[src/rtl/sqrt_ctrl_pkg.sv]
// Shared types and defaults for the square-root pipeline controller.
package sqrt_ctrl_pkg;

  localparam int STATE_W    = 2;
  localparam int DEF_STAGES = 4;
  localparam int DEF_CNT_W  = 8;

  typedef enum logic [STATE_W-1:0] {
    ST_IDLE  = 2'd0,
    ST_RUN   = 2'd1,
    ST_FLUSH = 2'd2
  } state_e;

endpackage

[src/rtl/sqrt_valid_chain.sv]
// Per-stage valid bits; all stages advance together on the shared enable.
module sqrt_valid_chain
  import sqrt_ctrl_pkg::*;
#(
  parameter int STAGES = DEF_STAGES
) (
  input  logic              clk,
  input  logic              rst,
  input  logic              en,
  input  logic              clr,
  input  logic              din,
  output logic [STAGES-1:0] v_o,
  output logic [STAGES-1:0] v_next_o
);

  logic [STAGES-1:0] v_q;
  logic [STAGES-1:0] v_d;

  // clear wins over shift; a disabled chain holds so stalled results stay put
  always_comb begin
    v_d = v_q;
    if (clr) begin
      v_d = '0;
    end else if (en) begin
      v_d = {v_q[STAGES-2:0], din};
    end else begin
      v_d = v_q;
    end
  end

  always_ff @(posedge clk or posedge rst) begin
    if (rst) begin
      v_q <= '0;
    end else begin
      v_q <= v_d;
    end
  end

  assign v_o      = v_q;
  assign v_next_o = v_d;

endmodule

[src/rtl/sqrt_pipe_ctrl.sv]
// Square-root pipeline controller: global stage enable, valid/ready handshakes,
// flush sequencing and a wrapping completed-result counter.
module sqrt_pipe_ctrl
  import sqrt_ctrl_pkg::*;
#(
  parameter int STAGES = DEF_STAGES,
  parameter int CNT_W  = DEF_CNT_W
) (
  input  logic               clk,
  input  logic               rst,
  input  logic               flush_i,
  input  logic               in_valid_i,
  output logic               in_ready_o,
  output logic               out_valid_o,
  input  logic               out_ready_i,
  output logic               en_pipe_o,
  output logic [STAGES-1:0]  stage_valid_o,
  output logic               busy_o,
  output logic [CNT_W-1:0]   done_cnt_o,
  output logic [STATE_W-1:0] state_o
);

  state_e            state_q;
  state_e            state_d;
  logic [CNT_W-1:0]  cnt_q;
  logic [CNT_W-1:0]  cnt_d;
  logic [STAGES-1:0] v_s;
  logic [STAGES-1:0] v_next_s;
  logic              stall_s;
  logic              accept_s;
  logic              deliver_s;

  assign out_valid_o = v_s[STAGES-1];
  assign stall_s     = out_valid_o & ~out_ready_i;
  assign en_pipe_o   = ~stall_s;
  // rst gates ready combinationally so nothing is accepted while reset is held
  assign in_ready_o  = en_pipe_o & (state_q != ST_FLUSH) & ~flush_i & ~rst;
  assign accept_s    = in_valid_i & in_ready_o;
  assign deliver_s   = out_valid_o & out_ready_i;

  sqrt_valid_chain #(
    .STAGES(STAGES)
  ) u_chain (
    .clk      (clk),
    .rst      (rst),
    .en       (en_pipe_o),
    .clr      (flush_i),
    .din      (accept_s),
    .v_o      (v_s),
    .v_next_o (v_next_s)
  );

  always_comb begin
    state_d = state_q;
    case (state_q)
      ST_IDLE: begin
        if (flush_i) begin
          state_d = ST_FLUSH;
        end else if (accept_s) begin
          state_d = ST_RUN;
        end else begin
          state_d = ST_IDLE;
        end
      end
      ST_RUN: begin
        if (flush_i) begin
          state_d = ST_FLUSH;
        end else if (v_next_s == '0) begin
          state_d = ST_IDLE;
        end else begin
          state_d = ST_RUN;
        end
      end
      ST_FLUSH: begin
        if (flush_i) begin
          state_d = ST_FLUSH;
        end else begin
          state_d = ST_IDLE;
        end
      end
      default: state_d = ST_IDLE;
    endcase
  end

  // a deliver in the flush cycle still counts; the counter wraps silently
  always_comb begin
    cnt_d = cnt_q;
    if (deliver_s) begin
      cnt_d = cnt_q + {{(CNT_W-1){1'b0}}, 1'b1};
    end else begin
      cnt_d = cnt_q;
    end
  end

  always_ff @(posedge clk or posedge rst) begin
    if (rst) begin
      state_q <= ST_IDLE;
      cnt_q   <= '0;
    end else begin
      state_q <= state_d;
      cnt_q   <= cnt_d;
    end
  end

  assign stage_valid_o = v_s;
  assign busy_o        = |v_s;
  assign done_cnt_o    = cnt_q;
  assign state_o       = state_q;

endmodule

[config.mk]
export PLATFORM = sky130hd
export DESIGN_NAME = sqrt_pipe_ctrl
export DESIGN_NICKNAME = d
export VERILOG_FILES = /design/src/rtl/sqrt_ctrl_pkg.sv /design/src/rtl/sqrt_valid_chain.sv /design/src/rtl/sqrt_pipe_ctrl.sv
export SDC_FILE = /design/constraint.sdc
export NUM_CORES = 1
export LEC_CHECK = 0
export ABC_AREA = 1
export BUFFER_PORTS_ARGS = -buffer_cell sky130_fd_sc_hd__buf_4
export CELL_PAD_IN_SITES_DETAIL_PLACEMENT = 0
export CELL_PAD_IN_SITES_GLOBAL_PLACEMENT = 2
export CORE_ASPECT_RATIO = 1.1
export CORE_MARGIN = 2
export CORE_UTILIZATION = 27
export DETAILED_ROUTE_END_ITERATION = 8
export MAX_ROUTING_LAYER = met4
export PLACE_DENSITY_LB_ADDON = 0.25
export SYNTH_ARGS = -nofsm -noshare
export SYNTH_HDL_FRONTEND = slang
export SYNTH_SLANG_ARGS = --single-unit
[constraint.sdc]
create_clock -name clk -period 1.9 [get_ports clk]
set_clock_uncertainty 0.2 [all_clocks]
set_input_delay 0.095 -clock clk [delete_from_list [all_inputs] [get_ports clk]]
set_output_delay 0.095 -clock clk [all_outputs]
set_load 0.05 [all_outputs]
==> flow_summary_export.csv <==
group,metric,value,unit
timing,final.setup.tns,0,ns
route,routed_wl,1.49,mm
synth,yosys_warnings,0,
synth,netlist_area,727,µm²
synth,syn_nets,96,
worst_setup_path,max_stage_delay,0.53,ns
clock_tree,clock_sinks,14,
global_route,overflow,0,
finish,multiInputGateArea,298,µm²
clock_tree,cts_resized,0,
finish,nets,126,
worst_setup_path,r2r-end,"state_o[0]$_DFF_PP0_",
worst_setup_path,cp_common_cell,"buf_4",
route,drc,0,
timing,max_slew_margin,62.4,%
placed_design,dp_hpwl,1.19,mm
worst_setup_path,r2r_slack,0.48,ns
floorplan,rows,19,
worst_setup_path,crit_family,"buffers and inverters",
clock_tree,cts_buffers,3,
global_route,grt_max_degree,15,
clock_tree,root_buffer,"clkbuf_4",
placed_design,place_ws,0.472,ns
synth,syn-mean-instance-area,8.08,µm²
worst_setup_path,cp.arrival,1.28,ns
floorplan,initial_core_util,28.8,%
synth,async_reset_ff_share,100,%
global_route,first_global_vias,561,
finish,regArea,350,µm²
global_route,antenna_found_initial,0,
global_route,grt_pass1_wl,2.39,mm
route,dr.pass1.iters,4,
power_and_ir_drop,fin_total_pwr,809,µW
synth,ys_types,17,
synth,yosysMostFrequentCell,"nand2_1",
clock_tree,cts_tree,"yes",
clock_tree,clk_pin_slew,0.09,ns
route,vias,635,
worst_setup_path,critical_path_class,"in2out",
timing,worstMarginPinSlew,0.563,ns
clock_tree,clkLatencyLatePin,0.28,ns
worst_setup_path,cp_num_buf_inv,3,
floorplan,ioPinCount,23,
synth,synth.largest_area_cell,"dfrtp_1",
power_and_ir_drop,powerDensity,805,mW/mm²
placed_design,globalplace.congestion,0.721,
finish,nFillCells,272,
worst_setup_path,slowest_stage,"dlygate4sd3_1",
placed_design,port_buffers,22,
worst_setup_path,endpoint_kind,"output port",
timing,hold_ws,0.235,ns
floorplan,core_area,0.00252,mm²
timing,rsz0062_at_grt,"false",
timing,fmax,634,MHz
worst_setup_path,reg2regPathDepth,9,
timing,worst_slack,0.322,ns
route,route.antenna.remaining_nets,0,
finish,drive_gt1_share,28.6,%
worst_setup_path,path_cells,"dlygate4sd3_1, buf_4, nor2_1, nand2_1, nor2_2, buf_4",
synth,synth_ff_type,"dfrtp_1",
global_route,track_usage,10.9,%
finish,diodes,0,
timing,hold_viol_final,0,
synth,synth_top_cell_area_share,48.2,%
floorplan,fp.dieW,53.5,µm
finish,syn_to_final_growth,38.2,%
synth,ys_seq_area_share,48.2,%
synth,synthCells,90,
timing,period_needed,1.58,ns
timing,finalSetupViolations,0,
worst_setup_path,cp_max_fo,2,
synth,synthTopCellsByCount,"nand2_1 (23), inv_1 (19), dfrtp_1 (14), nor2_1 (9), xor2_1 (6)",
route,first_iter_violations,9,
synth,synth-seq-cells,14,
power_and_ir_drop,leakage,0.595,nW
hold_path,hold_path_class,"in2async",
synth,synth_edf_count,0,
worst_setup_path,startpoint_type,"primary input",
power_and_ir_drop,vdd_drop_max,492,µV
job,max_cap_viol_count,0,
worst_setup_path,worstPathRequired,1.60,ns
floorplan,dieArea,0.00312,mm²
status,status,"complete, no violations",
clock_tree,htreeDepth,1,
clock_tree,clock_path_buffers,2,
route,via_per_inst,4.23,
timing,report.final.slew_viol_count,0,
route,wl_per_cell,9.91,µm
floorplan,die_h,58.4,µm
worst_setup_path,worstReg2RegStart,"u_chain.v_o[3]$_DFF_PP0_",
synth,yosys-top-cells-area,"dfrtp_1 (48%), nand2_1 (12%), inv_1 (9.8%)",
timing,finalCritPeriodShare,83.0,%
stage by stage:
step / cells / utilization [%] / instance area (µm²)
final: 150 / 39.9 / 1000
after global routing: 150 / 39.9 / 1000
after CTS: 150 / 39.9 / 1000
after detailed placement: 142 / 36.8 / 928
after global placement: 142 / 36.8 / 928
after floorplan: 90 / - / 732
layer usage:
layer / GRT usage, % / part of all wire [%] / vias to the layer above
li1: - / - / 328
met1: 12.4 / 43 / 296
met2: 17.1 / 52 / 11
met3: 2.54 / 4.9 / 0
met4: 6.59 / 0 / 0
met5: - / 0 / -
flip-flops by register name, summed over array words and instances (netlist names):
| register | cells |
|---|---|
| u_chain.v_o | 4 |
| state_o | 2 |
| done_cnt_o | 8 |
logic make-up (layout without fill, tap and decap cells):
logic type      after synthesis  in the layout  share of synthesized area (%)
flops                        14             14                           48.2
simple gates                 43             43                           27.9
fa+ha+maj                     1              1                           1.72
xor+xnor                      6              6                           7.23
compound gates                5              5                           3.44
buf+inv                      21             50                           11.5
how the worst max path moves through the flow:
stage,startpoint,to,slack (ns),depth (start not counted)
final,flush_i,in_ready_o,0.32,6
after floorplan,u_chain.v_o[3]$_DFF_PP0_,state_o[0]$_DFF_PP0_,0.09,7
after global routing,flush_i,in_ready_o,0.24,6
after global placement,u_chain.v_o[3]$_DFF_PP0_,done_cnt_o[5]$_DFFE_PP0P_,0.49,7
after detailed placement,u_chain.v_o[3]$_DFF_PP0_,state_o[0]$_DFF_PP0_,0.47,9
after CTS,flush_i,in_ready_o,0.30,6
report_power, final:
part / switching [mW] / internal (mW)
Combinational: 0.161 / 0.0734
Clock: 0.101 / 0.116
Sequential: 0.0333 / 0.324
final cells by class:
cell class              count  area share, %
multi-input cells          55           29.6
inverters                  20           7.60
repair buffers             26           20.4
well taps                  31           3.86
clock buffers               4           3.61
flip-flops and latches     14           34.9
tightest hold or removal path: cells and delay by family:
family / cells / cell delay, ns
buffers and inverters: 3 / 1.09
placed cells by master, fill, tap and decap left out:
| cell type | instances |
|---|---|
| a21oi_1 | 1 |
| buf_4 | 22 |
| clkbuf_4 | 3 |
| clkbuf_8 | 1 |
| clkinv_2 | 1 |
| dfrtp_1 | 14 |
| dlygate4sd3_1 | 4 |
| ha_1 | 1 |
| inv_1 | 19 |
| nand2_1 | 22 |
| nand2_2 | 2 |
| nand3_1 | 4 |
| nand3b_4 | 1 |
| nand4_1 | 1 |
| nand4_2 | 1 |
| nor2_1 | 8 |
| nor2_2 | 3 |
| nor3_1 | 1 |
| o21ai_0 | 4 |
| xor2_1 | 6 |
repair_timing:
action,4_1_cts,5_1_grt
endpoints found under the hold margin,22,0
setup buffers,0,0
hold buffers,4,0
No activity file was read; power rests on OpenSTA's default activity.
